==> src/rtl/sum_accumulator_pkg.sv <==
// Shared definitions for the sum accumulator block.
//   state_t  : frame FSM states (IDLE, ACCUM, HOLD)
//   clog2    : ceiling log2, used to size the accumulator and beat counter
//   DEFAULT_DATA_W / DEFAULT_COUNT : default sum width and beats per frame
package sum_accumulator_pkg;

    localparam int DEFAULT_DATA_W = 9;
    localparam int DEFAULT_COUNT  = 16;

    typedef enum logic [1:0] {
        IDLE  = 2'd0,
        ACCUM = 2'd1,
        HOLD  = 2'd2
    } state_t;

    // Ceiling log2; clog2(1) = 0, clog2(16) = 4, clog2(17) = 5.
    function automatic int clog2(input int value);
        int result;
        result = 0;
        while ((32'sd1 <<< result) < value) begin
            result = result + 32'sd1;
        end
        return result;
    endfunction

endpackage

==> src/rtl/accum_beat_counter.sv <==
// Beat counter for one accumulation frame.
//   clk, rst_n : clock and asynchronous active-low reset
//   clear      : synchronous return to zero (frame abort or frame done)
//   load       : first beat of a frame, counter becomes 1
//   inc        : further accepted beat, counter increments
//   last       : the next accepted beat completes the frame (cnt == COUNT-1)
module accum_beat_counter
    import sum_accumulator_pkg::*;
#(
    parameter int COUNT = DEFAULT_COUNT,
    parameter int CNT_W = clog2(COUNT + 32'sd1)
) (
    input  logic clk,
    input  logic rst_n,
    input  logic clear,
    input  logic load,
    input  logic inc,
    output logic last
);

    logic [CNT_W-1:0] cnt_r;

    // Beat count register: clear beats load beats increment.
    always_ff @(posedge clk or negedge rst_n) begin
        if (!rst_n) begin
            cnt_r <= '0;
        end else if (clear) begin
            cnt_r <= '0;
        end else if (load) begin
            cnt_r <= CNT_W'(1);
        end else if (inc) begin
            cnt_r <= cnt_r + CNT_W'(1);
        end else begin
            cnt_r <= cnt_r;
        end
    end

    assign last = (cnt_r == CNT_W'(COUNT - 32'sd1));

endmodule

==> src/rtl/sum_accumulator.sv <==
// Accumulates COUNT unsigned sums from an upstream adder into one frame total.
//   clk, rst_n          : clock and asynchronous active-low reset
//   clear               : synchronous frame abort, wins over both handshakes
//   in_valid/in_ready   : input handshake for in_sum (DATA_W bits)
//   out_valid/out_ready : output handshake for out_acc (ACC_W bits)
//   out_busy            : a partial frame is held (state ACCUM)
// in_ready, out_valid and out_busy are plain flops updated with the state, so
// neither handshake input reaches an output combinationally.
module sum_accumulator
    import sum_accumulator_pkg::*;
#(
    parameter int DATA_W = DEFAULT_DATA_W,
    parameter int COUNT  = DEFAULT_COUNT,
    parameter int ACC_W  = DATA_W + clog2(COUNT)
) (
    input  logic              clk,
    input  logic              rst_n,
    input  logic              clear,
    input  logic              in_valid,
    output logic              in_ready,
    input  logic [DATA_W-1:0] in_sum,
    output logic              out_valid,
    input  logic              out_ready,
    output logic [ACC_W-1:0]  out_acc,
    output logic              out_busy
);

    localparam bit SINGLE_BEAT = (COUNT == 32'sd1);

    state_t           state_r;
    logic [ACC_W-1:0] acc_r;
    logic [ACC_W-1:0] out_acc_r;
    logic             in_ready_r;
    logic             out_valid_r;
    logic             out_busy_r;

    logic             beat_s;
    logic             out_xfer_s;
    logic [ACC_W-1:0] in_ext_s;
    logic [ACC_W-1:0] acc_sum_s;
    logic             cnt_clear_s;
    logic             cnt_load_s;
    logic             cnt_inc_s;
    logic             last_s;

    assign beat_s     = in_valid && in_ready_r;
    assign out_xfer_s = out_valid_r && out_ready;
    assign in_ext_s   = ACC_W'(in_sum);
    assign acc_sum_s  = acc_r + in_ext_s;

    // Beat counter control: abort or completed transfer zeroes it, a beat in
    // IDLE starts a frame at 1, a beat in ACCUM advances it.
    always_comb begin
        cnt_clear_s = 1'b0;
        cnt_load_s  = 1'b0;
        cnt_inc_s   = 1'b0;
        if (clear || out_xfer_s) begin
            cnt_clear_s = 1'b1;
        end else if (beat_s) begin
            if (state_r == IDLE) begin
                cnt_load_s = 1'b1;
            end else begin
                cnt_inc_s = 1'b1;
            end
        end else begin
            cnt_clear_s = 1'b0;
        end
    end

    accum_beat_counter #(
        .COUNT (COUNT)
    ) u_counter (
        .clk   (clk),
        .rst_n (rst_n),
        .clear (cnt_clear_s),
        .load  (cnt_load_s),
        .inc   (cnt_inc_s),
        .last  (last_s)
    );

    // Frame FSM with datapath and registered handshake flags.
    always_ff @(posedge clk or negedge rst_n) begin
        if (!rst_n) begin
            state_r     <= IDLE;
            acc_r       <= '0;
            out_acc_r   <= '0;
            in_ready_r  <= 1'b1;
            out_valid_r <= 1'b0;
            out_busy_r  <= 1'b0;
        end else if (clear) begin
            state_r     <= IDLE;
            acc_r       <= '0;
            out_acc_r   <= '0;
            in_ready_r  <= 1'b1;
            out_valid_r <= 1'b0;
            out_busy_r  <= 1'b0;
        end else begin
            case (state_r)
                IDLE: begin
                    if (beat_s) begin
                        acc_r <= in_ext_s;
                        if (SINGLE_BEAT) begin
                            // A one-beat frame is complete on its first beat.
                            state_r     <= HOLD;
                            out_acc_r   <= in_ext_s;
                            in_ready_r  <= 1'b0;
                            out_valid_r <= 1'b1;
                            out_busy_r  <= 1'b0;
                        end else begin
                            state_r    <= ACCUM;
                            out_busy_r <= 1'b1;
                        end
                    end
                end
                ACCUM: begin
                    if (beat_s) begin
                        acc_r <= acc_sum_s;
                        if (last_s) begin
                            state_r     <= HOLD;
                            out_acc_r   <= acc_sum_s;
                            in_ready_r  <= 1'b0;
                            out_valid_r <= 1'b1;
                            out_busy_r  <= 1'b0;
                        end
                    end
                end
                HOLD: begin
                    if (out_xfer_s) begin
                        state_r     <= IDLE;
                        acc_r       <= '0;
                        in_ready_r  <= 1'b1;
                        out_valid_r <= 1'b0;
                    end
                end
                default: begin
                    state_r     <= IDLE;
                    acc_r       <= '0;
                    in_ready_r  <= 1'b1;
                    out_valid_r <= 1'b0;
                    out_busy_r  <= 1'b0;
                end
            endcase
        end
    end

    assign in_ready  = in_ready_r;
    assign out_valid = out_valid_r;
    assign out_busy  = out_busy_r;
    assign out_acc   = out_acc_r;

endmodule

==> config.mk <==
export PLATFORM = sky130hd
export DESIGN_NAME = sum_accumulator
export DESIGN_NICKNAME = d
export VERILOG_FILES = /design/src/rtl/sum_accumulator_pkg.sv /design/src/rtl/accum_beat_counter.sv /design/src/rtl/sum_accumulator.sv
export SDC_FILE = /design/constraint.sdc
export NUM_CORES = 1
export LEC_CHECK = 0
export CAP_MARGIN = 5
export CORE_UTILIZATION = 55
export CTS_BUF_LIST = sky130_fd_sc_hd__clkbuf_4
export CTS_CLUSTER_SIZE = 14
export DETAILED_ROUTE_END_ITERATION = 10
export PLACE_DENSITY = 0.8
export RECOVER_POWER = 100
export SYNTH_ARGS = -nofsm -noshare
export SYNTH_HDL_FRONTEND = slang
export SYNTH_SLANG_ARGS = --single-unit
==> constraint.sdc <==
create_clock -name clk -period 2.35 [get_ports clk]
set_input_delay 0.47 -clock clk [delete_from_list [all_inputs] [get_ports clk]]
set_output_delay 0.47 -clock clk [all_outputs]
set_load 0.02 [all_outputs]
### Word-level counts from Yosys, hierarchy flattened

Index checks and enable logic that the tools add are counted.

| word-level totals | value |
|---|---|
| bits in latches | 0 |
| memories | 0 |
| ROM bits | 0 |
| bits in writable memories | 0 |
| flip-flop bits (word level) | 36 |
| bits of input ports | 14 |
| output and inout bits | 16 |
| logic and storage cells | 69 |

| cells by class | value |
|---|---|
| $lt $le $gt $ge | 0 |
| bitwise operators | 0 |
| eq/ne operators | 9 |
| reduce and logical (&&, ||, !) cells | 13 |
| div/mod/pow operators | 0 |
| multipliers | 0 |
| $add $sub $neg | 2 |
| muxes and demuxes | 38 |
| shifts and indexed selects | 0 |

Operators by type and width:

| cell | count |
|---|---|
| 2-to-1 mux 13 bit | 8 |
| one-hot mux 13 bit (3 select lines) | 1 |
| 2-to-1 mux 1 bit | 17 |
| 2-to-1 mux 5 bit | 3 |
| adder 13 x 9 -> 13 bit | 1 |
| != test 3 bit (second input constant) | 4 |
| AND reduction 4 bit | 3 |
| 2-to-1 mux 2 bit | 5 |
| one-hot mux 1 bit (3 select lines) | 3 |
| one-hot mux 2 bit (3 select lines) | 1 |
| AND reduction 3 bit | 2 |
| nonzero test 2 bit | 3 |
| adder 5 x 1 -> 5 bit (second input constant) | 1 |
| == test 5 x 4 -> 1 bit (second input constant) | 1 |
| != test 2 bit (second input constant) | 2 |
| nonzero test 3 bit | 1 |
| == test 2 x 1 -> 1 bit (second input constant) | 1 |
| == test 2 bit (second input constant) | 1 |
| logical AND 1 bit | 2 |
| logical NOT 2 bit | 1 |
| logical OR 1 bit | 1 |

### Longest topological paths before layout

| depth | value |
|---|---|
| depth in word-level cells | 7 |
| depth in mapped cells | 10 |
| mapped depth without buffers | 8 |

### Hierarchy

From an unflattened synthesis, not the netlist that was laid out.

| unflattened totals | value |
|---|---|
| cell total of the unflattened synthesis | 221 |
| area total of the unflattened synthesis | 2195.9 µm² |

Modules (own cells, without submodules):

| module | sequential area each (µm²) | area each (µm²) | cells an instance | instances |
|---|---|---|---|---|
| sum_accumulator | 777.0 | 1899.3 | 196 | 1 |
| accum_beat_counter | 125.1 | 296.5 | 25 | 1 |

### Worst setup path after synthesis

OpenSTA, ideal clock, no wires.

| timing path | value |
|---|---|
| path kind | in2reg |
| start point | input port in_sum[0] |
| end point | register out_acc_r[12] (netlist: out_acc[12]) |
| data arrival time | 2082 ps |
| setup slack | 173 ps |
| buffers on the path | 0 |
| library setup time | 96 ps |
| cell stages on the path | 7 |
| required time | 2254 ps |
| cells stage by stage | ha_1 fa_1 a21o_1 a221oi_4 o31ai_1 and3_1 nor4_2 |

| between the ends | value |
|---|---|
| word-level cells in the longest chain between the ends | 5 |

RTL lines:

| element | RTL line | text |
|---|---|---|
| from (decl) | sum_accumulator.sv:21 | `input logic [DATA_W-1:0] in_sum,` |
| adder 13 x 9 -> 13 bit | sum_accumulator.sv:49 | `assign acc_sum_s = acc_r + in_ext_s;` |
| 2-to-1 mux 13 bit | sum_accumulator.sv:118 | `if (last_s) begin` |
| 2-to-1 mux 13 bit | sum_accumulator.sv:116 | `if (beat_s) begin` |
| 2-to-1 mux 13 bit | sum_accumulator.sv:98 | `case (state_r)` |
| 2-to-1 mux 13 bit | sum_accumulator.sv:90 | `end else if (clear) begin` |
| to (signal assigned) | sum_accumulator.sv:105 | `out_acc_r <= in_ext_s;` |
| to (signal assigned) | sum_accumulator.sv:120 | `out_acc_r <= acc_sum_s;` |
| to (decl) | sum_accumulator.sv:32 | `logic [ACC_W-1:0] out_acc_r;` |

Every way passes these cells. The select of a mux whose other input is x is not followed.
A chain may end at the register's enable or synchronous reset.

### Worst setup path after layout

| timing path | value |
|---|---|
| start point | input port in_sum[1] |
| end point | register out_acc_r[6] (netlist: out_acc[6]) |

Same word-level chain as after synthesis.

==> flow_metrics.env <==
export IMPL_synth_top_cell_by_area="dfrtp_1"
export IMPL_finalMaxSlewViolations=37
export IMPL_overflow=0
export IMPL_n_fill_cell=290
export IMPL_hold_path_end="acc_r[2]"
export IMPL_required_ps=2590
export IMPL_seq_area_frac_synth_pct=40.4
export IMPL_place_congestion=0.852
export IMPL_h_tree_depth=2
export IMPL_cts_max_path_buffers=2
export IMPL_max_freq_mhz=435
export IMPL_cellLeakagePower_nw=1.33
export IMPL_drtIter0Drc=135
export IMPL_ys_ff_latch=36
export IMPL_placed_area_um2=2780
export IMPL_start_kind="input port"
export IMPL_wl_per_cell_um=16.0
export IMPL_finClkSkew_ps=12.8
export IMPL_synthToLayoutAreaGrowth_pct=28.4
export IMPL_netlist_area_um2=2230
export IMPL_cts_made_buffers=5
export IMPL_clk_latency_ps=350
export IMPL_grt_pass1_vias=2143
export IMPL_drtPass1Iterations=5
export IMPL_synth_warnings=0
export IMPL_drive_above_1_share_pct=19.1
export IMPL_setup_viol=0
export IMPL_hp_class="reg -> reg"
export IMPL_final_area_um2=2870
export IMPL_hold_viol=0
export IMPL_power_density_nw_per_um2=494
export IMPL_tns_ps=0
export IMPL_die_y_um=65.7
export IMPL_clock_sinks=36
export IMPL_root_buffer="clkbuf_4"
export IMPL_failed_checks="max-capacitance violations, max-slew violations"
export IMPL_rows=22
export IMPL_irDropWorstVdd_mv=0.327
export IMPL_io_buffers=29
export IMPL_post_route_min_period_ps=2300
export IMPL_grt_usage_pct=29.5
export IMPL_crit_fanout=4
export IMPL_drt_wl_total_um=5630
export IMPL_cts_hold_buf=0
export IMPL_clkTransAtPathRegs_ps=100
export IMPL_postSynthCellCount=243
export IMPL_critPathCaptureType="register"
export IMPL_antenna_found_initial=0
export IMPL_critPathKind="in -> reg"
export IMPL_synth_distinct_cells=55
export IMPL_dp_hpwl_um=4100
export IMPL_die_area_um2=4320
export IMPL_routed_via_count=2115
export IMPL_grt_max_degree=37
export IMPL_die_w_um=65.7
export IMPL_holdWs_ps=505
export IMPL_timing_final_crit_share_pct=97.7
export IMPL_hold_depth=2
export IMPL_fin_nets=328
export IMPL_antenna_cells=0
export IMPL_synthesis_nets=269
export IMPL_arrival_ps=2530
export IMPL_drc=0
export IMPL_rrSetupSlack_ps=140
export IMPL_slew_headroom_pct=-30.6
export IMPL_ys_async_sr_fraction_pct=100
export IMPL_synth_flop_cell="dfrtp_1"
export IMPL_ant_nets=0
export IMPL_start_util_pct=59.2
export IMPL_synth_top_area_share_pct=39.3
export IMPL_cts_tree="done"
export IMPL_core_um2=3770
export IMPL_max_cap_violations=1
export IMPL_holdCritStartpoint="acc_r[2]"
export IMPL_r2r_end="out_acc[6]"
export IMPL_run_status="finished, violations left"
export IMPL_worstReg2RegStart="acc_r[0]"
export IMPL_r2r_cells=8
export IMPL_synthTopCellsByArea="dfrtp_1 (39%), ha_1 (6.2%), a21oi_1 (4.0%)"
export IMPL_synth_edf_count=0
export IMPL_pin_count=30
export IMPL_grt_pass1_wl_um=9600
export IMPL_tightest_slew_ps=1960
export IMPL_avgViaCountPerCell=6.03
export IMPL_synth_avg_cell_area_um2=9.18
-- synthesized netlist by cell type (5+ instances only) --
library cell	number
ha_1	11
inv_1	5
clkbuf_1	11
nand2_1	24
a21oi_1	18
a21o_1	8
o21ai_0	17
nand4_1	6
nand3_1	6
and3_1	5
nor3_1	10
dfrtp_1	35
a22oi_1	6
nor2_1	17
-- layout by cell type (no fill, tap or decap), types with 6 or more instances in the layout --
master / n
a21o_1: 8
a21oi_1: 18
a22oi_1: 6
buf_4: 30
clkbuf_4: 9
clkdlybuf4s50_1: 9
dfrtp_1: 35
dlygate4sd3_1: 18
ha_1: 10
nand2_1: 24
nand3_1: 6
nand4_1: 6
nor2_1: 17
nor3_1: 10
o21ai_0: 17
-- logic make-up after synthesis --
family | Yosys count | synth area share [%]
XOR/XNOR | 6 | 2.36
flip-flops | 36 | 40.4
AO/OA/AOI/OAI | 77 | 24.5
buffers and inverters | 18 | 3.08
AND/OR/NAND/NOR | 93 | 22.1
multiplexers | 1 | 0.449
adder cells (fa/ha/maj) | 12 | 7.07
-- critical path, stage by stage --
cell	delay [ps]
clkdlybuf4s50_1	490
fa_2	430
a21o_1	230
a221oi_4	350
buf_4	200
xor2_2	150
o21ai_0	90
nor2b_1	130
-- how the worst max path moves through the flow --
stage                         start           to  slack [ps]  cells after the start
after CTS                 in_sum[1]   out_acc[6]          70                      8
after floorplan           in_sum[0]  out_acc[12]         170                      7
final                     in_sum[1]   out_acc[6]          50                      8
after detailed placement  in_sum[0]  out_acc[12]        -460                      8
after global routing      in_sum[1]  out_acc[12]          -4                      7
after global placement    in_sum[0]  out_acc[12]        -380                      8
-- report_power, final --
group / switching [mW] / internal [mW] / leakage, nW / total (mW)
clock network: 0.211 / 0.138 / 0.0338 / 0.349
logic: 0.208 / 0.172 / 0.810 / 0.380
registers: 0.0359 / 0.651 / 0.488 / 0.687
-- repair_timing --
action,CTS,global route
setup buffers,2,0
setup endpoints to repair,6,5
pin swaps,4,1
resized for setup,5,3
-- area by class of cell --
type                       instances  area, um^2  area share [%]
multi-input combinational        189        1290            45.0
sequential                        36         902            31.5
clock inverter                     1        3.75           0.131
tap                               48        60.1            2.10
clock buffer                       7        52.6            1.83
inverter                           5        18.8           0.655
timing repair buffer              65         538            18.8
-- metrics by stage --
stage | power [mW] | instances | worst slack (ps) | utilization (%)
finish | 1.42 | 351 | 53.5 | 76.0
global route | 1.49 | 351 | -4.10 | 76.0
CTS | 1.42 | 351 | 73.4 | 76.1
detailed placement | 1.06 | 341 | -463 | 73.8
global placement | 1.05 | 341 | -376 | 73.8
floorplan | 0.905 | 243 | 173 | -
-- flip-flops by register name, summed over array words and instances, names as in the netlist --
name             cells
u_counter.cnt_r      5
out_acc             13
out_busy             1
in_ready             1
state_r              2
acc_r               13
out_valid            1
-- per-layer routing --
metal,vias up,global-route usage [%],part of all wire [%],wire length (um)
met5,-,0,0,0
met4,0,9.78,1.2,68
met3,8,6.42,5.0,283
met2,67,49.5,49,2760
met1,1024,37.4,45,2520
li1,1016,-,-,-
Power figures use the tool's default switching activity.
